--- src/rtl/axi_llc_sram_arb.sv ---
// axi_llc_sram_arb: round-robin share of one SRAM macro with read routing, scrub scheduling and ECC error counters
module axi_llc_sram_arb #(
   parameter int NumPorts     = 2,
   parameter int AddrWidth    = 10,
   parameter int DataWidth    = 128,
   parameter int BeWidth      = DataWidth / 8,
   parameter int RspLatency   = 1,
   parameter int ScrubPeriod  = 1024,
   parameter int ScrubMaxWait = 16
) (
   input  logic                          clk_i,
   input  logic                          rst_ni,
   input  logic [NumPorts-1:0]           req_i,
   input  logic [NumPorts-1:0]           we_i,
   input  logic [NumPorts*AddrWidth-1:0] addr_i,
   input  logic [NumPorts*DataWidth-1:0] wdata_i,
   input  logic [NumPorts*BeWidth-1:0]   be_i,
   output logic [NumPorts-1:0]           gnt_o,
   output logic [NumPorts-1:0]           rvalid_o,
   output logic [DataWidth-1:0]          rdata_o,
   output logic                          sram_req_o,
   output logic                          sram_we_o,
   output logic [AddrWidth-1:0]          sram_addr_o,
   output logic [DataWidth-1:0]          sram_wdata_o,
   output logic [BeWidth-1:0]            sram_be_o,
   input  logic                          sram_gnt_i,
   input  logic [DataWidth-1:0]          sram_rdata_i,
   output logic                          scrub_trigger_o,
   input  logic                          single_error_i,
   input  logic                          multi_error_i,
   input  logic                          err_clear_i,
   output logic [15:0]                   single_err_cnt_o,
   output logic [15:0]                   multi_err_cnt_o
);
   localparam int PtrW  = $clog2(NumPorts);
   localparam int CntW  = ScrubPeriod > 1 ? $clog2(ScrubPeriod) : 1;
   localparam int WaitW = $clog2(ScrubMaxWait + 2);
   localparam logic [CntW-1:0]  CntMax   = CntW'(ScrubPeriod > 0 ? ScrubPeriod - 1 : 0);
   localparam logic [WaitW-1:0] WaitMax  = WaitW'(ScrubMaxWait);
   localparam logic [PtrW-1:0]  LastPort = PtrW'(NumPorts - 1);
   logic [PtrW-1:0]  ptr_q, win;
   logic [CntW-1:0]  scrub_cnt_q;
   logic [WaitW-1:0] wait_q;
   logic             pend_q, mask, wrap, hs;
   logic [RspLatency-1:0] vld_q;
   logic [PtrW-1:0]  idx_q [RspLatency];
   // descending scan so the lowest offset from the pointer wins
   always_comb begin
      win = ptr_q;
      for (int k = NumPorts - 1; k >= 0; k--)
         if (req_i[(int'(ptr_q) + k) % NumPorts]) win = PtrW'((int'(ptr_q) + k) % NumPorts);
   end
   assign mask            = pend_q && wait_q == WaitMax;
   assign sram_req_o      = |req_i & ~mask;
   assign hs              = sram_req_o & sram_gnt_i;
   assign scrub_trigger_o = pend_q & (~|req_i | mask);
   assign wrap            = (ScrubPeriod != 0) && scrub_cnt_q == CntMax;
   assign sram_we_o       = we_i[win];
   assign sram_addr_o     = addr_i[win*AddrWidth +: AddrWidth];
   assign sram_wdata_o    = wdata_i[win*DataWidth +: DataWidth];
   assign sram_be_o       = be_i[win*BeWidth +: BeWidth];
   assign rdata_o         = sram_rdata_i;
   always_comb begin
      gnt_o      = '0;
      gnt_o[win] = hs;
   end
   always_comb begin
      rvalid_o                      = '0;
      rvalid_o[idx_q[RspLatency-1]] = vld_q[RspLatency-1];
   end
   always_ff @(posedge clk_i or negedge rst_ni) begin
      if (!rst_ni) begin
         ptr_q            <= '0;
         vld_q            <= '0;
         scrub_cnt_q      <= '0;
         wait_q           <= '0;
         pend_q           <= 1'b0;
         single_err_cnt_o <= '0;
         multi_err_cnt_o  <= '0;
         for (int i = 0; i < RspLatency; i++) idx_q[i] <= '0;
      end else begin
         if (hs) ptr_q <= win == LastPort ? '0 : win + 1'b1;
         vld_q[0] <= hs & ~sram_we_o;
         idx_q[0] <= win;
         for (int i = 1; i < RspLatency; i++) begin
            vld_q[i] <= vld_q[i-1];
            idx_q[i] <= idx_q[i-1];
         end
         scrub_cnt_q      <= wrap ? '0 : scrub_cnt_q + 1'b1;
         pend_q           <= ~scrub_trigger_o & (pend_q | wrap);
         wait_q           <= pend_q & ~scrub_trigger_o ? wait_q + 1'b1 : '0;
         single_err_cnt_o <= err_clear_i ? '0 : single_err_cnt_o + 16'(single_error_i & ~&single_err_cnt_o);
         multi_err_cnt_o  <= err_clear_i ? '0 : multi_err_cnt_o + 16'(multi_error_i & ~&multi_err_cnt_o);
      end
   end
endmodule
--- config.mk ---
export PLATFORM = sky130hd
export DESIGN_NAME = axi_llc_sram_arb
export DESIGN_NICKNAME = d
export VERILOG_FILES = /design/src/rtl/axi_llc_sram_arb.sv
export SDC_FILE = /design/constraint.sdc
export NUM_CORES = 1
export LEC_CHECK = 0
export CAP_MARGIN = 20
export CELL_PAD_IN_SITES_DETAIL_PLACEMENT = 0
export CELL_PAD_IN_SITES_GLOBAL_PLACEMENT = 2
export CORE_AREA = 2 2 298 300
export CTS_BUF_LIST = sky130_fd_sc_hd__clkbuf_4 sky130_fd_sc_hd__clkbuf_8
export CTS_CLUSTER_DIAMETER = 150
export DETAILED_ROUTE_END_ITERATION = 16
export DIE_AREA = 0 0 300 302
export PLACE_DENSITY = 0.49
export SETUP_SLACK_MARGIN = 0.02
export SYNTH_ARGS = -nofsm -noshare
export SYNTH_HDL_FRONTEND = slang
export SYNTH_SLANG_ARGS = --single-unit
export TNS_END_PERCENT = 100
--- constraint.sdc ---
create_clock -name clk_i -period 5.4 [get_ports clk_i]
set_input_delay 0.81 -clock clk_i [delete_from_list [all_inputs] [get_ports clk_i]]
set_output_delay 0.81 -clock clk_i [all_outputs]
set_load 0.005 [all_outputs]
==> flow_metrics.env, run 1 <==
export IMPL_dp_hpwl_um=54700
export IMPL_io_buffers=510
export IMPL_cap_violations=0
export IMPL_worst_slew_pin_slew_ns=0.967
export IMPL_worstPathRequired_ns=4.59
export IMPL_synth_nets=1013
export IMPL_post_cts_resized=0
export IMPL_area_growth_synth_to_final_pct=94.4
export IMPL_netlist_area_mm2=0.00589
export IMPL_syn_inst=560
export IMPL_status="completed"
export IMPL_crit_chain="clkdlybuf4s50_1, nor2b_2, o21ai_4, buf_12, buf_12, mux2_4, clkdlybuf4s50_1"
export IMPL_path_delay_family="buffers and inverters"
export IMPL_critPathBufInv=4
export IMPL_path_class="in2out"
export IMPL_pin_count=767
export IMPL_ys_ff_latch=51
export IMPL_cts_buffers=5
export IMPL_synth_largest_area_cell="mux2_4"
export IMPL_seq_area_frac_synth_pct=21.7
export IMPL_clkSlewWorstSetupHoldPaths_ns=0.11
export IMPL_drt_first_pass_iters=4
export IMPL_fin_setup_tns_ns=0
export IMPL_timing_hold_ws_ns=0.481
export IMPL_clock_latency_ns=0.34
export IMPL_max_slew_margin_rel_pct=34.9
export IMPL_clock_path_buffers=2
export IMPL_hold_class="reg2reg"
export IMPL_drt_iter0_drc=198
export IMPL_grt_pass1_vias=6100
export IMPL_skew_ns=0.00494
export IMPL_numClockSinks=51
export IMPL_fmax_mhz=231
export IMPL_grt_max_degree=70
export IMPL_finalSetupViolCount=0
export IMPL_crit_path_end_kind="output port"
export IMPL_gp_congestion=0.858
export IMPL_syn_avg_cell_area_um2=10.5
export IMPL_cts_root_buf="clkbuf_8"
export IMPL_ctsHtreeMaxLevel=2
export IMPL_total_leakage_power_nw=4.18
export IMPL_final_hold_viol_count=0
export IMPL_irDropWorstVdd_mv=0.123
export IMPL_yosysWarningCount=0
export IMPL_synth_edf_count=0
export IMPL_worst_ep_arrival_time_ns=3.52
export IMPL_drive_gt1_share_pct=18.8
export IMPL_totalWireLength_um=59300
export IMPL_synth_top_area_share_pct=25.5
export IMPL_final_cell_mix="509 x clkdlybuf4s50_1, 100 x mux2_4, 54 x mux2_2"
export IMPL_p_per_area_mw_per_mm2=155
export IMPL_rows=109
export IMPL_postCtsHoldBufs=0
export IMPL_yosys_cell_types_count=43
export IMPL_netlist_top_cells_area="mux2_4 25%, dfrtp_1 22%, buf_4 16%"
export IMPL_min_period_ns=4.33
export IMPL_grtUsageTotal_pct=12.5
export IMPL_die_w_um=300
export IMPL_crit_fanout=69
export IMPL_cts_tree="built"
export IMPL_final_nets=1383
export IMPL_worstSetupStartpointType="input port"
export IMPL_ant_nets=0
export IMPL_via_count=6135
export IMPL_die_y_um=302
export IMPL_maxSlewViolCount=0
export IMPL_initial_core_util_pct=6.73
export IMPL_rsz0062_at_grt="no"
export IMPL_synth_ff_type="dfrtp_1"
export IMPL_cp_slowest_stage_delay_ns=0.57
export IMPL_crit_slowest_cell="clkdlybuf4s50_1"
export IMPL_async_flop_share_pct=100
export IMPL_detail_route_wl_per_cell_um=28.1
export IMPL_die_area_mm2=0.0906
export IMPL_drc=0
export IMPL_drt_vias_per_instance=2.91
export IMPL_grt_pass1_wl_um=70900
export IMPL_period_share_pct=80.1
export IMPL_antenna_found_initial=76
export IMPL_cts_setup_buffers=0
export IMPL_final_common_cell="clkdlybuf4s50_1"
export IMPL_grt_remaining_overflow=0
export IMPL_core_mm2=0.0876
-- state kept, by name, indices dropped and copies added, names as in the netlist --
signal / flops
idx_q: 1
multi_err_cnt_o: 16
pend_q: 1
ptr_q: 1
scrub_cnt_q: 10
single_err_cnt_o: 16
vld_q: 1
wait_q: 5
-- through the flow --
step / util (%) / std cells / total power, mW / worst slack (ns) / cell area [um^2]
floorplan: - / 560 / 0.904 / 2.77 / 5890
global placement: 12.9 / 2088 / 1.54 / 1.14 / 11300
detailed placement: 12.9 / 2088 / 1.54 / 1.11 / 11300
CTS: 13.0 / 2096 / 1.82 / 1.10 / 11400
global route: 13.0 / 2099 / 1.88 / 0.969 / 11400
finish: 13.1 / 2111 / 1.77 / 1.07 / 11500
-- cell usage after synthesis (10+ instances only) --
master / n
mux2_2: 54
o21ai_0: 12
or3_1: 10
inv_1: 12
nand2_1: 10
mux2_4: 100
nand3_1: 15
buf_4: 128
a21oi_1: 19
nor2_1: 24
nor2b_1: 11
buf_8: 10
dfrtp_1: 51
nand4_1: 10
-- kinds of logic after synthesis --
family          share of synthesized area (%)
fa+ha+maj                                1.49
mux                                      37.3
buf+inv                                  21.3
flops                                    21.7
compound gates                           4.84
xor+xnor                                 2.38
simple gates                             11.0
-- power by group --
| group | internal, mW | switching, mW |
|---|---|---|
| registers | 0.388 | 0.00616 |
| clock network | 0.0958 | 0.167 |
| logic | 0.708 | 0.408 |
-- area by class of cell --
cell class / instances / area [um^2]
Multi-Input combinational cell: 344 / 3360
Timing Repair Buffer: 516 / 5180
Inverter: 12 / 45.0
Clock buffer: 5 / 68.8
Clock inverter: 3 / 27.5
Fill cell: 9979 / 76100
Tap cell: 1165 / 1460
Sequential cell: 51 / 1280
Antenna cell: 15 / 37.5
-- path summary, 6_finish.rpt --
path / from / endpoint / slack [ns] / cells past startpoint
worst max-delay path: req_i[0] / sram_wdata_o[15] / 1.07 / 7
worst min-delay path: scrub_cnt_q[8] / scrub_cnt_q[8] / 0.48 / 1
worst max register to register: single_err_cnt_o[8] / single_err_cnt_o[10] / 2.69 / 7
worst min register to register: scrub_cnt_q[8] / scrub_cnt_q[8] / 0.48 / 1
max in group asynchronous: rst_ni / scrub_cnt_q[6] / 4.29 / 2
min in group asynchronous: rst_ni / single_err_cnt_o[2] / 0.61 / 2
-- worst register-to-register path: cells and delay by family (launching register included) --
family	cells	cell delay (ns)
flops	1	0.46
fa+ha+maj	1	0.22
compound gates	2	0.42
simple gates	4	1.52
-- per-layer routing --
metal | GRT usage [%] | vias up | routed length [um]
met2 | 15.5 | 631 | 20500
met4 | 1.65 | 48 | 1160
met5 | 0 | - | 301
met3 | 13.7 | 102 | 13500
li1 | - | 2614 | -
met1 | 14.3 | 2740 | 23800
(Power assumes the default switching activity.)
==> run 2: changes to the inputs <==
--- a/config.mk
+++ b/config.mk
@@ -8,12 +8,12 @@
 export CAP_MARGIN = 20
 export CELL_PAD_IN_SITES_DETAIL_PLACEMENT = 0
 export CELL_PAD_IN_SITES_GLOBAL_PLACEMENT = 2
-export CORE_AREA = 2 2 298 300
+export CORE_AREA = 2 2 297 299
 export CTS_BUF_LIST = sky130_fd_sc_hd__clkbuf_4 sky130_fd_sc_hd__clkbuf_8
 export CTS_CLUSTER_DIAMETER = 150
 export DETAILED_ROUTE_END_ITERATION = 16
-export DIE_AREA = 0 0 300 302
-export PLACE_DENSITY = 0.49
+export DIE_AREA = 0 0 299 301
+export PLACE_DENSITY = 0.51
 export SETUP_SLACK_MARGIN = 0.02
 export SYNTH_ARGS = -nofsm -noshare
 export SYNTH_HDL_FRONTEND = slang
==> constraint.sdc (replaced) <==
create_clock -name clk_i -period 3.6 [get_ports clk_i]
set_input_delay 0.54 -clock clk_i [delete_from_list [all_inputs] [get_ports clk_i]]
set_output_delay 0.54 -clock clk_i [all_outputs]
set_load 0.005 [all_outputs]
==> flow_metrics.env, run 2 (synthesis gave the netlist of run 1 again) <==
export IMPL_detail_route_wl_per_cell_um=29.5
export IMPL_drive_gt1_share_pct=23.2
export IMPL_irDropWorstVdd_mv=0.134
export IMPL_dp_cells=2094
export IMPL_cts_root_buf="clkbuf_8"
export IMPL_drt_first_pass_iters=4
export IMPL_p_per_area_mw_per_mm2=241
export IMPL_worst_ep_arrival_time_ns=2.81
export IMPL_pin_count=767
export IMPL_grt_pass1_wl_um=75300
export IMPL_rows=108
export IMPL_hold_class="in2async"
export IMPL_grt_max_degree=37
export IMPL_numClockSinks=51
export IMPL_drt_iter0_drc=197
export IMPL_fmax_mhz=298
export IMPL_status="completed"
export IMPL_core_mm2=0.0865
export IMPL_clock_path_buffers=2
export IMPL_grtUsageTotal_pct=13.4
export IMPL_max_slew_margin_rel_pct=36.6
export IMPL_finish_utilization_pct=13.3
export IMPL_io_buffers=510
export IMPL_largestRegisters="multi_err_cnt_o (16), single_err_cnt_o (16), scrub_cnt_q (10)"
export IMPL_antenna_found_initial=64
export IMPL_worst_slew_pin_slew_ns=0.948
export IMPL_drc=0
export IMPL_final_hold_viol_count=0
export IMPL_finalSetupViolCount=0
export IMPL_final_common_cell="clkdlybuf4s50_1"
export IMPL_initial_core_util_pct=6.81
export IMPL_post_cts_resized=0
export IMPL_final_instance_count_excl_fill=2112
export IMPL_cts_tree="built"
export IMPL_timing_hold_ws_ns=0.287
export IMPL_gp_congestion=0.920
export IMPL_fin_setup_tns_ns=0
export IMPL_crit_fanout=27
export IMPL_final_cell_mix="480 x clkdlybuf4s50_1, 100 x mux2_4, 54 x mux2_2"
export IMPL_crit_path_end_kind="output port"
export IMPL_clkSlewWorstSetupHoldPaths_ns=0.12
export IMPL_dp_hpwl_um=58100
export IMPL_rsz0062_at_grt="no"
export IMPL_cap_violations=0
export IMPL_via_count=6192
export IMPL_total_leakage_power_nw=4.30
export IMPL_cts_setup_buffers=0
export IMPL_ant_nets=0
export IMPL_die_w_um=299
export IMPL_cts_buffers=5
export IMPL_die_y_um=301
export IMPL_num_fill_cells=9813
export IMPL_period_share_pct=93.1
export IMPL_worstPathRequired_ns=3.06
export IMPL_ctsHtreeMaxLevel=2
export IMPL_path_class="in2out"
export IMPL_die_area_mm2=0.0900
export IMPL_skew_ns=0.0339
export IMPL_final_nets=1399
export IMPL_totalWireLength_um=62400
export IMPL_grt_remaining_overflow=0
export IMPL_min_period_ns=3.35
export IMPL_maxSlewViolCount=0
export IMPL_grt_pass1_vias=6324
export IMPL_area_growth_synth_to_final_pct=95.1
export IMPL_drt_vias_per_instance=2.93
export IMPL_postCtsHoldBufs=0
export IMPL_clock_latency_ns=0.38
export IMPL_worstSetupStartpointType="input port"
-- run 2: per-stage QoR --
step	area (um^2)	setup WS (ns)	power (mW)
after floorplan	5890	1.47	1.36
after global placement	11400	0.245	2.42
after detailed placement	11400	0.223	2.43
after CTS	11500	0.218	2.88
after global routing	11500	0.140	2.97
final	11500	0.248	2.77
-- run 2: critical path, stage by stage --
cell and delay [ns]:
clkdlybuf4s50_1 0.48, nor2b_2 0.21, o21ai_4 0.20, buf_12 0.24
buf_4 0.23, mux2_2 0.40, clkdlybuf4s50_1 0.51
-- run 2: layer usage --
metal / track usage, % / part of all wire [%] / vias up
li1: - / - / 2635
met1: 18.3 / 46 / 2790
met2: 15.1 / 32 / 635
met3: 11.9 / 21 / 82
met4: 1.19 / 0.65 / 50
met5: 1.48 / 0.76 / -
-- run 2: final cells by class --
class | instances | area (um^2) | area share [%]
Antenna cell | 10 | 25.0 | 0.218
Clock buffer | 5 | 68.8 | 0.598
Clock inverter | 3 | 23.8 | 0.207
Inverter | 12 | 45.0 | 0.392
Multi-Input combinational cell | 344 | 3360 | 29.2
Sequential cell | 51 | 1280 | 11.1
Tap cell | 1155 | 1450 | 12.6
Timing Repair Buffer | 532 | 5260 | 45.7
-- run 2: report_power, final --
part | switching (mW) | total [mW] | internal [mW]
combinational | 0.681 | 1.76 | 1.08
sequential | 0.00910 | 0.591 | 0.582
clock | 0.272 | 0.414 | 0.142
-- run 2: path summary, 6_finish.rpt --
| kind | startpoint | depth (start not counted) | slack, ns | to |
|---|---|---|---|---|
| max | req_i[0] | 7 | 0.25 | sram_wdata_o[62] |
| min | rst_ni | 1 | 0.29 | multi_err_cnt_o[15] |
| max reg2reg | multi_err_cnt_o[8] | 7 | 0.89 | multi_err_cnt_o[12] |
| min reg2reg | scrub_cnt_q[8] | 1 | 0.50 | scrub_cnt_q[8] |
| max in group asynchronous | rst_ni | 2 | 2.54 | scrub_cnt_q[0] |
| min in group clk_i | scrub_cnt_q[8] | 1 | 0.50 | scrub_cnt_q[8] |
==> run 3: changes to the inputs <==
--- a/config.mk
+++ b/config.mk
@@ -13,6 +13,7 @@
 export CTS_CLUSTER_DIAMETER = 150
 export DETAILED_ROUTE_END_ITERATION = 16
 export DIE_AREA = 0 0 299 301
+export MAX_ROUTING_LAYER = met4
 export PLACE_DENSITY = 0.51
 export SETUP_SLACK_MARGIN = 0.02
 export SYNTH_ARGS = -nofsm -noshare
==> flow_metrics.env, run 3 (synthesis gave the netlist of run 1 again) <==
export IMPL_status="completed"
export IMPL_rows=108
export IMPL_cts_tree="built"
export IMPL_total_leakage_power_nw=4.30
export IMPL_fin_setup_tns_ns=0
export IMPL_drt_iter0_drc=198
export IMPL_cts_buffers=5
export IMPL_cts_setup_buffers=0
export IMPL_detail_route_wl_per_cell_um=29.2
export IMPL_cts_root_buf="clkbuf_8"
export IMPL_finalSetupViolCount=0
export IMPL_irDropWorstVdd_mv=0.137
export IMPL_power_net_switching_mw=0.976
export IMPL_max_slew_margin_rel_pct=38.5
export IMPL_power_share_clock_pct=15.0
export IMPL_final_hold_viol_count=0
export IMPL_cap_violations=0
export IMPL_ctsHtreeMaxLevel=2
export IMPL_die_w_um=299
export IMPL_clock_latency_ns=0.38
export IMPL_clock_path_buffers=2
export IMPL_drt_first_pass_iters=4
export IMPL_r2r_slack_ns=0.90
export IMPL_ant_nets=0
export IMPL_fmax_mhz=297
export IMPL_largestRegisters="multi_err_cnt_o (16), single_err_cnt_o (16), scrub_cnt_q (10)"
export IMPL_seq_power_share_pct=21.2
export IMPL_antenna_found_initial=66
export IMPL_r2r_cells=7
export IMPL_worst_ep_arrival_time_ns=2.83
export IMPL_worst_slew_pin_slew_ns=0.920
export IMPL_hold_class="in2async"
export IMPL_grt_pass1_wl_um=75400
export IMPL_period_share_pct=93.6
export IMPL_io_buffers=510
export IMPL_r2r_start="multi_err_cnt_o[8]"
export IMPL_multi_input_comb_area_mm2=0.00336
export IMPL_timing_rr_end="multi_err_cnt_o[12]"
export IMPL_seq_area_mm2=0.00128
export IMPL_numClockSinks=51
export IMPL_crit_fanout=27
export IMPL_worstSetupStartpointType="input port"
export IMPL_p_per_area_mw_per_mm2=241
export IMPL_die_area_mm2=0.0900
export IMPL_drive_gt1_share_pct=23.2
export IMPL_postCtsHoldBufs=0
export IMPL_grtUsageTotal_pct=13.8
export IMPL_gp_congestion=0.936
export IMPL_final_cell_mix="480 x clkdlybuf4s50_1, 100 x mux2_4, 54 x mux2_2"
export IMPL_dp_hpwl_um=58100
export IMPL_totalWireLength_um=62400
export IMPL_power_frac_comb_pct=63.7
export IMPL_p_int_mw=1.81
export IMPL_num_fill_cells=9806
export IMPL_post_cts_resized=0
export IMPL_clkSlewWorstSetupHoldPaths_ns=0.15
export IMPL_dp_slack_ns=0.223
export IMPL_grt_pass1_vias=6323
export IMPL_area_growth_synth_to_final_pct=96.1
export IMPL_finish_utilization_pct=13.4
export IMPL_min_period_ns=3.37
export IMPL_core_mm2=0.0865
export IMPL_via_count=6179
export IMPL_maxSlewViolCount=0
export IMPL_grt_remaining_overflow=0
export IMPL_final_common_cell="clkdlybuf4s50_1"
export IMPL_initial_core_util_pct=6.81
export IMPL_die_y_um=301
export IMPL_skew_ns=0.0383
export IMPL_drt_vias_per_instance=2.89
export IMPL_pin_count=767
export IMPL_fin_ws_ns=0.230
export IMPL_drc=0
export IMPL_grt_max_degree=37
export IMPL_path_class="in2out"
export IMPL_switching_share_pct=35.1
export IMPL_rsz0062_at_grt="no"
export IMPL_crit_path_end_kind="output port"
export IMPL_worstPathRequired_ns=3.06
export IMPL_final_nets=1399
## run 3: cell count changes in the layout (fill, tap and decap cells not counted)
cell and change:
diode_2 +23
## run 3: critical path: stages
cell	delay (ns)
clkdlybuf4s50_1	0.48
nor2b_2	0.21
o21ai_4	0.20
buf_12	0.24
buf_4	0.24
mux2_2	0.40
clkdlybuf4s50_1	0.52
## run 3: metal layers
metal	up-vias	GRT usage (%)	routed length, um
li1	2674	-	-
met1	2831	18.5	28200
met3	32	11.9	13700
met4	0	1.17	329
met5	-	-	0
met2	642	15.2	20100
## run 3: cell type report
| class | count | share of cell area (%) |
|---|---|---|
| flip-flops and latches | 51 | 11.0 |
| diodes | 33 | 0.715 |
| well taps | 1155 | 12.5 |
| clock buffers | 5 | 0.595 |
| inverters | 12 | 0.390 |
| multi-input cells | 344 | 29.1 |
| clock inverters | 3 | 0.206 |
| repair buffers | 532 | 45.5 |
## run 3: worst max path at each step
stage / startpoint / end / slack [ns] / cells after the start
after global placement: req_i[0] / sram_wdata_o[91] / 0.25 / 7
after CTS: req_i[0] / sram_wdata_o[65] / 0.22 / 7
after global routing: req_i[0] / sram_wdata_o[62] / 0.14 / 7
after detailed placement: req_i[0] / sram_wdata_o[65] / 0.22 / 7
final: req_i[0] / sram_wdata_o[62] / 0.23 / 7
after floorplan: multi_err_cnt_o[5] / multi_err_cnt_o[15] / 1.47 / 8
## run 3: power by group through the flow
stage | logic [mW] | clock network, mW | registers, mW
global placement | 1.82 | 0 | 0.602
detailed placement | 1.82 | 0 | 0.602
finish | 1.77 | 0.418 | 0.591
global route | 1.89 | 0.481 | 0.593
CTS | 1.83 | 0.464 | 0.591
floorplan | 0.755 | 0 | 0.601
## run 3: stage by stage
step / hold WS [ns] / total power [mW] / instance area (um^2) / instances
5_1_grt: 0.308 / 2.97 / 11500 / 2132
4_1_cts: 0.271 / 2.88 / 11500 / 2102
6_report: 0.288 / 2.78 / 11600 / 2135
2_1_floorplan: 0.244 / 1.36 / 5890 / 560
3_3_place_gp: 0.459 / 2.42 / 11400 / 2094
3_5_place_dp: 0.468 / 2.43 / 11400 / 2094
